### src/rtl/cmult_pipe.sv
`default_nettype none
// ============================================================================
//  Module   : cmult_pipe
//  Purpose  : Pipelined signed fixed-point complex multiplier with valid/ready
//             flow control, optional conjugation of operand B, selectable
//             truncate / round-half-up scaling and output saturation.
//  Revision : 1.0  - initial release
// ----------------------------------------------------------------------------
//  Parameters
//    Q          fractional bits of every operand and result (1 <= Q <= N-2)
//    N          total signed word width (N >= 4)
//  Ports
//    clk        rising-edge clock
//    rst        asynchronous active-high reset
//    in_valid   input beat valid           in_ready   block can accept a beat
//    ar, ai     operand A real / imag      br, bi     operand B real / imag
//    conj_b     1 = multiply by conj(B)    rnd_en     1 = round, 0 = floor
//    out_valid  result valid               out_ready  downstream accepts
//    pr, pi     product real / imag        ovf        pr or pi saturated
// ----------------------------------------------------------------------------
//  Pipeline: S1 operands -> S2 products -> S3 wide sums -> output registers
//  (scale + saturate). A single global enable stalls every register at once.
// ============================================================================
module cmult_pipe #(
    parameter int Q = 8,
    parameter int N = 16
) (
    input  logic         clk,
    input  logic         rst,
    input  logic         in_valid,
    output logic         in_ready,
    input  logic [N-1:0] ar,
    input  logic [N-1:0] ai,
    input  logic [N-1:0] br,
    input  logic [N-1:0] bi,
    input  logic         conj_b,
    input  logic         rnd_en,
    output logic         out_valid,
    input  logic         out_ready,
    output logic [N-1:0] pr,
    output logic [N-1:0] pi,
    output logic         ovf
);

    localparam int c_PW = 2 * N;       // full product width
    localparam int c_SW = 2 * N + 1;   // sum width, holds any sum of two products

    // 2^(Q-1) at sum width, added before the shift for round-half-up
    localparam logic [c_SW-1:0] c_HALF = {{(c_SW-1){1'b0}}, 1'b1} << (Q - 1);

    // ------------------------------------------------------------------------
    // Helpers
    // ------------------------------------------------------------------------
    function automatic logic [c_SW-1:0] sx(input logic [c_PW-1:0] p);
        return {p[c_PW-1], p};
    endfunction

    // Returns {ovf, value}: optional rounding, arithmetic shift by Q, clamp.
    function automatic logic [N:0] scale_sat(input logic [c_SW-1:0] s,
                                             input logic            rnd);
        logic [c_SW-1:0] biased;
        logic [c_SW-1:0] sh;
        biased = s + (rnd ? c_HALF : {c_SW{1'b0}});
        sh     = c_SW'($signed(biased) >>> Q);
        // In range exactly when all bits from N-1 upward agree with the sign
        if ((&sh[c_SW-1:N-1]) || !(|sh[c_SW-1:N-1])) begin
            return {1'b0, sh[N-1:0]};
        end
        return {1'b1, sh[c_SW-1], {(N-1){~sh[c_SW-1]}}};
    endfunction

    // ------------------------------------------------------------------------
    // State
    // ------------------------------------------------------------------------
    logic            s1_valid_q, s1_valid_d;
    logic [N-1:0]    s1_ar_q, s1_ar_d, s1_ai_q, s1_ai_d;
    logic [N-1:0]    s1_br_q, s1_br_d, s1_bi_q, s1_bi_d;
    logic            s1_conj_q, s1_conj_d, s1_rnd_q, s1_rnd_d;

    logic            s2_valid_q, s2_valid_d;
    logic [c_PW-1:0] s2_rr_q, s2_rr_d, s2_ii_q, s2_ii_d;
    logic [c_PW-1:0] s2_ri_q, s2_ri_d, s2_ir_q, s2_ir_d;
    logic            s2_conj_q, s2_conj_d, s2_rnd_q, s2_rnd_d;

    logic            s3_valid_q, s3_valid_d;
    logic [c_SW-1:0] s3_re_q, s3_re_d, s3_im_q, s3_im_d;
    logic            s3_rnd_q, s3_rnd_d;

    logic            out_valid_q, out_valid_d;
    logic [N-1:0]    pr_q, pr_d, pi_q, pi_d;
    logic            ovf_q, ovf_d;

    logic            w_en;
    logic [N:0]      w_re_sat;
    logic [N:0]      w_im_sat;

    // The whole pipe moves only when the output register is free or draining
    assign w_en     = !out_valid_q || out_ready;
    assign in_ready = w_en;

    assign w_re_sat = scale_sat(s3_re_q, s3_rnd_q);
    assign w_im_sat = scale_sat(s3_im_q, s3_rnd_q);

    // ------------------------------------------------------------------------
    // Next-state logic
    // ------------------------------------------------------------------------
    always_comb begin
        s1_valid_d  = s1_valid_q;
        s1_ar_d     = s1_ar_q;
        s1_ai_d     = s1_ai_q;
        s1_br_d     = s1_br_q;
        s1_bi_d     = s1_bi_q;
        s1_conj_d   = s1_conj_q;
        s1_rnd_d    = s1_rnd_q;
        s2_valid_d  = s2_valid_q;
        s2_rr_d     = s2_rr_q;
        s2_ii_d     = s2_ii_q;
        s2_ri_d     = s2_ri_q;
        s2_ir_d     = s2_ir_q;
        s2_conj_d   = s2_conj_q;
        s2_rnd_d    = s2_rnd_q;
        s3_valid_d  = s3_valid_q;
        s3_re_d     = s3_re_q;
        s3_im_d     = s3_im_q;
        s3_rnd_d    = s3_rnd_q;
        out_valid_d = out_valid_q;
        pr_d        = pr_q;
        pi_d        = pi_q;
        ovf_d       = ovf_q;

        if (w_en) begin
            // S1: capture the beat (or a bubble when in_valid is low)
            s1_valid_d  = in_valid;
            s1_ar_d     = ar;
            s1_ai_d     = ai;
            s1_br_d     = br;
            s1_bi_d     = bi;
            s1_conj_d   = conj_b;
            s1_rnd_d    = rnd_en;

            // S2: four full-width signed partial products
            s2_valid_d  = s1_valid_q;
            s2_rr_d     = c_PW'($signed(s1_ar_q)) * c_PW'($signed(s1_br_q));
            s2_ii_d     = c_PW'($signed(s1_ai_q)) * c_PW'($signed(s1_bi_q));
            s2_ri_d     = c_PW'($signed(s1_ar_q)) * c_PW'($signed(s1_bi_q));
            s2_ir_d     = c_PW'($signed(s1_ai_q)) * c_PW'($signed(s1_br_q));
            s2_conj_d   = s1_conj_q;
            s2_rnd_d    = s1_rnd_q;

            // S3: lossless sums; conjugation flips the sign of every bi term
            s3_valid_d  = s2_valid_q;
            s3_re_d     = s2_conj_q ? (sx(s2_rr_q) + sx(s2_ii_q))
                                    : (sx(s2_rr_q) - sx(s2_ii_q));
            s3_im_d     = s2_conj_q ? (sx(s2_ir_q) - sx(s2_ri_q))
                                    : (sx(s2_ri_q) + sx(s2_ir_q));
            s3_rnd_d    = s2_rnd_q;

            // Output: scale, saturate, register
            out_valid_d = s3_valid_q;
            pr_d        = w_re_sat[N-1:0];
            pi_d        = w_im_sat[N-1:0];
            ovf_d       = w_re_sat[N] | w_im_sat[N];
        end
    end

    // ------------------------------------------------------------------------
    // Registers
    // ------------------------------------------------------------------------
    always_ff @(posedge clk or posedge rst) begin
        if (rst) begin
            s1_valid_q  <= 1'b0;
            s1_ar_q     <= '0;
            s1_ai_q     <= '0;
            s1_br_q     <= '0;
            s1_bi_q     <= '0;
            s1_conj_q   <= 1'b0;
            s1_rnd_q    <= 1'b0;
            s2_valid_q  <= 1'b0;
            s2_rr_q     <= '0;
            s2_ii_q     <= '0;
            s2_ri_q     <= '0;
            s2_ir_q     <= '0;
            s2_conj_q   <= 1'b0;
            s2_rnd_q    <= 1'b0;
            s3_valid_q  <= 1'b0;
            s3_re_q     <= '0;
            s3_im_q     <= '0;
            s3_rnd_q    <= 1'b0;
            out_valid_q <= 1'b0;
            pr_q        <= '0;
            pi_q        <= '0;
            ovf_q       <= 1'b0;
        end else begin
            s1_valid_q  <= s1_valid_d;
            s1_ar_q     <= s1_ar_d;
            s1_ai_q     <= s1_ai_d;
            s1_br_q     <= s1_br_d;
            s1_bi_q     <= s1_bi_d;
            s1_conj_q   <= s1_conj_d;
            s1_rnd_q    <= s1_rnd_d;
            s2_valid_q  <= s2_valid_d;
            s2_rr_q     <= s2_rr_d;
            s2_ii_q     <= s2_ii_d;
            s2_ri_q     <= s2_ri_d;
            s2_ir_q     <= s2_ir_d;
            s2_conj_q   <= s2_conj_d;
            s2_rnd_q    <= s2_rnd_d;
            s3_valid_q  <= s3_valid_d;
            s3_re_q     <= s3_re_d;
            s3_im_q     <= s3_im_d;
            s3_rnd_q    <= s3_rnd_d;
            out_valid_q <= out_valid_d;
            pr_q        <= pr_d;
            pi_q        <= pi_d;
            ovf_q       <= ovf_d;
        end
    end

    assign out_valid = out_valid_q;
    assign pr        = pr_q;
    assign pi        = pi_q;
    assign ovf       = ovf_q;

endmodule
`default_nettype wire

### config.mk
export PLATFORM = sky130hd
export DESIGN_NAME = cmult_pipe
export DESIGN_NICKNAME = d
export VERILOG_FILES = /design/src/rtl/cmult_pipe.sv
export SDC_FILE = /design/constraint.sdc
export NUM_CORES = 2
export LEC_CHECK = 0
export CAP_MARGIN = 20
export CORE_ASPECT_RATIO = 1.1
export CORE_MARGIN = 5
export CORE_UTILIZATION = 59
export DETAILED_ROUTE_END_ITERATION = 7
export DONT_BUFFER_PORTS = 1
export PLACE_DENSITY = 0.76
export SKIP_CTS_REPAIR_TIMING = 1
export SYNTH_ARGS = -nofsm -noshare
export SYNTH_HDL_FRONTEND = slang
export SYNTH_SLANG_ARGS = --single-unit
### constraint.sdc
create_clock -name clk -period 12.9 [get_ports clk]
set_input_delay 0.645 -clock clk [delete_from_list [all_inputs] [get_ports clk]]
set_output_delay 0.645 -clock clk [all_outputs]
set_load 0.005 [all_outputs]
; Word level (Yosys, flattened, before mapping)
; Index checks and enable logic that the tools add are counted.
[word_totals]
register_bits = 300
in_bits = 70
out_inout_bits = 35
wordCells = 54
[classes]
add_sub_neg = 6
n_mul = 4
n_mux = 9
bitwise = 3
n_reduce_logical = 10
[op_table]
columns = cell, n
row1 = $mul 16x16->32, 4
row2 = $mux 17, 4
row3 = $add 32x32->33, 2
row4 = $mux 33, 2
row5 = $sub 32x32->33, 2
row6 = $add 33x33->33, 1
row7 = $add 33x8->33, 1
row8 = $reduce_and 10->1, 2
row9 = $reduce_or 10->1, 2
row10 = $mux 8, 1
row11 = $logic_not 1->1, 3
row12 = $logic_or 1x1->1, 3
row13 = $mux 1, 2
row14 = $not 1->1, 2
row15 = $or 1x1->1, 1

; Depth between registers and ports, before layout
[logic_depth]
ltp_word = 8
depth_mapped = 25
mapped_depth_nobuf = 24

; Worst setup path before layout
; Ideal clock, no wire load.
[synth_timing]
path_type = register to register
startpoint = reg s1_ai_q[15]
endpoint = reg s2_ir_q[31]
t_arrival_ns = 6.182
required_ns = 12.763
path_slack_ns = 6.581
path_stages_with_launch = 23
path_buffers = 1
synth_period_minus_slack_ns = 6.319
path_cell_list = dfrtp_1 > clkbuf_1 > nand2_1 > inv_1 > fa_1 > inv_1 > fa_1 > fa_1 > fa_1 > fa_1 > fa_1 > inv_1 > ha_1 > a21o_1 > a21o_1 > a21oi_1 > o21bai_1 > a21o_1 > a2111o_1 > o221a_2 > a211oi_2 > xnor2_1 > a21oi_1
[synth_between]
elab_chain_len = 1
[synth_lines]
columns = element, line
row1 = start: declaration, 76  ; logic [N-1:0] s1_ar_q, s1_ar_d, s1_ai_q, s1_ai_d;
row2 = start signal: assignment, 196  ; s1_ai_q <= s1_ai_d;
row3 = $mul 16x16->32, 146  ; s2_ir_d = c_PW'($signed(s1_ai_q)) * c_PW'($signed(s1_br_q));
row4 = end signal: assignment, 205  ; s2_ir_q <= s2_ir_d;
row5 = end: declaration, 82  ; logic [c_PW-1:0] s2_ri_q, s2_ri_d, s2_ir_q, s2_ir_d;
; No other way between the ends.
; A chain may end at the register's enable or synchronous reset.

; Worst setup path after layout
[layout_timing]
startpoint = reg s1_br_q[15]
endpoint = reg s2_rr_q[30]
[layout_between]
elab_chain_len = 1
[layout_lines]
columns = element, line
row1 = start: declaration, 77  ; logic [N-1:0] s1_br_q, s1_br_d, s1_bi_q, s1_bi_d;
row2 = start signal: assignment, 197  ; s1_br_q <= s1_br_d;
row3 = $mul 16x16->32, 143  ; s2_rr_d = c_PW'($signed(s1_ar_q)) * c_PW'($signed(s1_br_q));
row4 = end signal: assignment, 202  ; s2_rr_q <= s2_rr_d;
row5 = end: declaration, 81  ; logic [c_PW-1:0] s2_rr_q, s2_rr_d, s2_ii_q, s2_ii_d;
; No other way between the ends.

==> results.sh <==
export IMPL_drc=0
export IMPL_grt_max_degree=170
export IMPL_crit_required_ps=13310
export IMPL_hold_violations=0
export IMPL_syn_mean_instance_area_sq_um=8.968
export IMPL_ys_top_cells_by_count="inv_1 (1205), fa_1 (1048), nand2_1 (863)"
export IMPL_ys_seq_elements=286
export IMPL_end_kind="flop"
export IMPL_routedWlPerCell_um=19.01
export IMPL_syn_inst=6040
export IMPL_drtIter0Drc=2746
export IMPL_r2r_end="s2_rr_q[30]"
export IMPL_place_inst=7022
export IMPL_grt_pass1_vias=42447
export IMPL_layout_drive_gt1_share=0.03195
export IMPL_die_x_um=298.9
export IMPL_grt_use_total=0.2834
export IMPL_synth_top_area_share=0.3873
export IMPL_pin_count=105
export IMPL_period_minus_slack_ps=7342
export IMPL_final_cells=7095
export IMPL_rows=116
export IMPL_core_area_sq_mm=0.09100
export IMPL_rr_worst_depth=20
export IMPL_synth_edf_count=0
export IMPL_min_path_type="in -> async"
export IMPL_syn_num_nets=7552
export IMPL_r2r_start="s1_br_q[15]"
export IMPL_ys_seq_area_frac=0.1321
export IMPL_cts_root_buf="clkbuf_16"
export IMPL_synth_ff_type="dfrtp_1"
export IMPL_drv_cap=0
export IMPL_crit_path_start_kind="flop"
export IMPL_max_freq_mhz=136.2
export IMPL_initial_core_util=0.5952
export IMPL_finalMaxSlewViolations=0
export IMPL_r2r_slack_ps=5560
export IMPL_hpwl_mm=105.0
export IMPL_ys_warn_count=0
export IMPL_fin_area_sq_mm=0.05653
export IMPL_synth_area_sq_mm=0.05417
export IMPL_finalWirelength_mm=134.9
export IMPL_num_antenna_cells=0
export IMPL_grt_pass1_wl_mm=222.5
export IMPL_fin_tns_setup_ps=0
export IMPL_viasPerCell=5.670
export IMPL_die_h_um=327.8
export IMPL_setup_violations=0
export IMPL_rsz0062_at_grt="false"
export IMPL_grt_overflow_total=0
export IMPL_nNetsFinal=7398
export IMPL_synth_area_leaders="fa_1 (39%), dfrtp_1 (13%), ha_1 (9.1%)"
export IMPL_cts_path_max_buffers=3
export IMPL_worst_ep_arrival_time_ps=7750
export IMPL_io_buffers=0
export IMPL_gp_congestion=0.9157
export IMPL_synth_area_leader_cell="fa_1"
export IMPL_skew_ps=23.23
export IMPL_firstDrtPassIters=5
export IMPL_ant_nets=0
export IMPL_place_area_sq_mm=0.05520
export IMPL_cts_tree="done"
export IMPL_max_slew_margin=0.3399
export IMPL_areaGrowthSynthToFinish_pct=4.361
export IMPL_clkSlewWorstSetupHoldPaths_ps=70
export IMPL_die_area_sq_mm=0.09797
export IMPL_synthArstFlopShare=1.000
export IMPL_yosysMostFrequentCell="inv_1"
export IMPL_synth_cell_type_count=82
export IMPL_period_share=0.5691
export IMPL_antenna_found_initial=1
export IMPL_via_count=40227
export IMPL_tightest_slew_ps=990.1
export IMPL_cts_buffers=39
export IMPL_clock_latency_ps=590
export IMPL_crit_type="reg -> reg"
export IMPL_status="complete, no violations"
export IMPL_htree_levels=2
export IMPL_cp_max_fo=14
export IMPL_cts_sinks=286
export IMPL_holdWs_ps=33.88
## registers in the layout (all words and copies together), names as in the netlist
signal      cells
s2_rnd_q        1
pi             16
s3_valid_q      1
ovf             1
s2_ri_q        32
s3_rnd_q        1
s1_ai_q        16
pr             16
s1_br_q        16
s2_ir_q        32
s1_valid_q      1
s3_im_q        26
s2_conj_q       1
s1_rnd_q        1
s1_bi_q        16
s1_conj_q       1
out_valid       1
s2_ii_q        32
s1_ar_q        16
s2_valid_q      1
s3_re_q        26
s2_rr_q        32
## cells in the final DEF (no fill, tap or decap), types with 16 or more instances in the layout
master	Yosys	layout
nor2_1	287	287
a21oi_1	229	229
and3_1	22	22
and2_1	505	505
o21bai_1	24	24
nand3_1	51	51
nand4_1	20	20
ha_1	394	394
xor2_1	98	98
xnor2_1	161	161
clkbuf_16	0	40
a21o_1	70	70
o31ai_1	28	28
inv_1	1205	1203
o21a_1	22	22
dfrtp_1	286	285
buf_4	1	71
nand2b_1	39	39
o21ai_0	140	140
nor3_1	44	44
a31oi_1	21	21
a211oi_1	16	16
fa_1	1048	1048
nand2_1	863	863
## through the flow
stage                     utilization  worst slack (ps)
final                          0.6212              5558
after global routing           0.6212              5314
after CTS                      0.6206              5583
after detailed placement       0.6066              5610
after global placement         0.6066              5768
after floorplan                     -              4363
## worst max-delay path by stage
stage	slack (ps)	startpoint	endpoint
after global routing	5310	s1_br_q[15]	s2_rr_q[30]
final	5560	s1_br_q[15]	s2_rr_q[30]
after global placement	5770	s1_bi_q[2]	s2_ii_q[29]
after CTS	5580	s1_bi_q[2]	s2_ii_q[29]
after floorplan	4360	rst	out_valid
after detailed placement	5610	s1_bi_q[2]	s2_ii_q[29]
## worst max-delay path, stage by stage (launching register included)
cell and delay (ps):
dfrtp_1 800, inv_1 460, buf_4 350, nor2_1 140
fa_1 440, fa_1 510, fa_1 430, fa_1 490
fa_1 500, inv_1 50, fa_1 470, inv_1 40
ha_1 370, nand4_1 230, or3_1 400, o31ai_1 510
o32a_1 370, a21oi_1 110, o21ai_0 250, xnor2_1 150
a21oi_1 80
## cells by family after synthesis
| kind of cell | count (synthesis) | share of synthesized area |
|---|---|---|
| AOI/OAI and AO/OA | 643 | 0.07383 |
| adders and majority gates | 1442 | 0.4783 |
| buffers and inverters | 1476 | 0.1025 |
| xor gates and xnor gates | 260 | 0.04218 |
| and+or+nand+nor | 1922 | 0.1689 |
| DFF | 286 | 0.1321 |
| muxes | 11 | 0.002195 |
## layout make-up
| type | instances | area [sq um] |
|---|---|---|
| clock inverter | 24 | 242.7 |
| clock buffer | 46 | 1033 |
| sequential | 286 | 7158 |
| inverter | 1206 | 4542 |
| multi-input combinational | 4278 | 41470 |
| timing repair buffer | 75 | 603.1 |
| fill | 7560 | 34470 |
| tap | 1180 | 1476 |
## routing by layer
layer  global-route usage  wire, um  vias to the layer above  part of all wire
li1                     -         -                    17980                 -
met1               0.3866     55140                    20385              0.41
met2               0.4556     62590                     1535              0.46
met3              0.04468     10040                      327             0.074
met4               0.1225      7103                        0             0.053
met5                    0         0                        -                 0
Power is not shown: default switching activity piles up to over one toggle a cycle in this logic, so the estimate is an artifact.
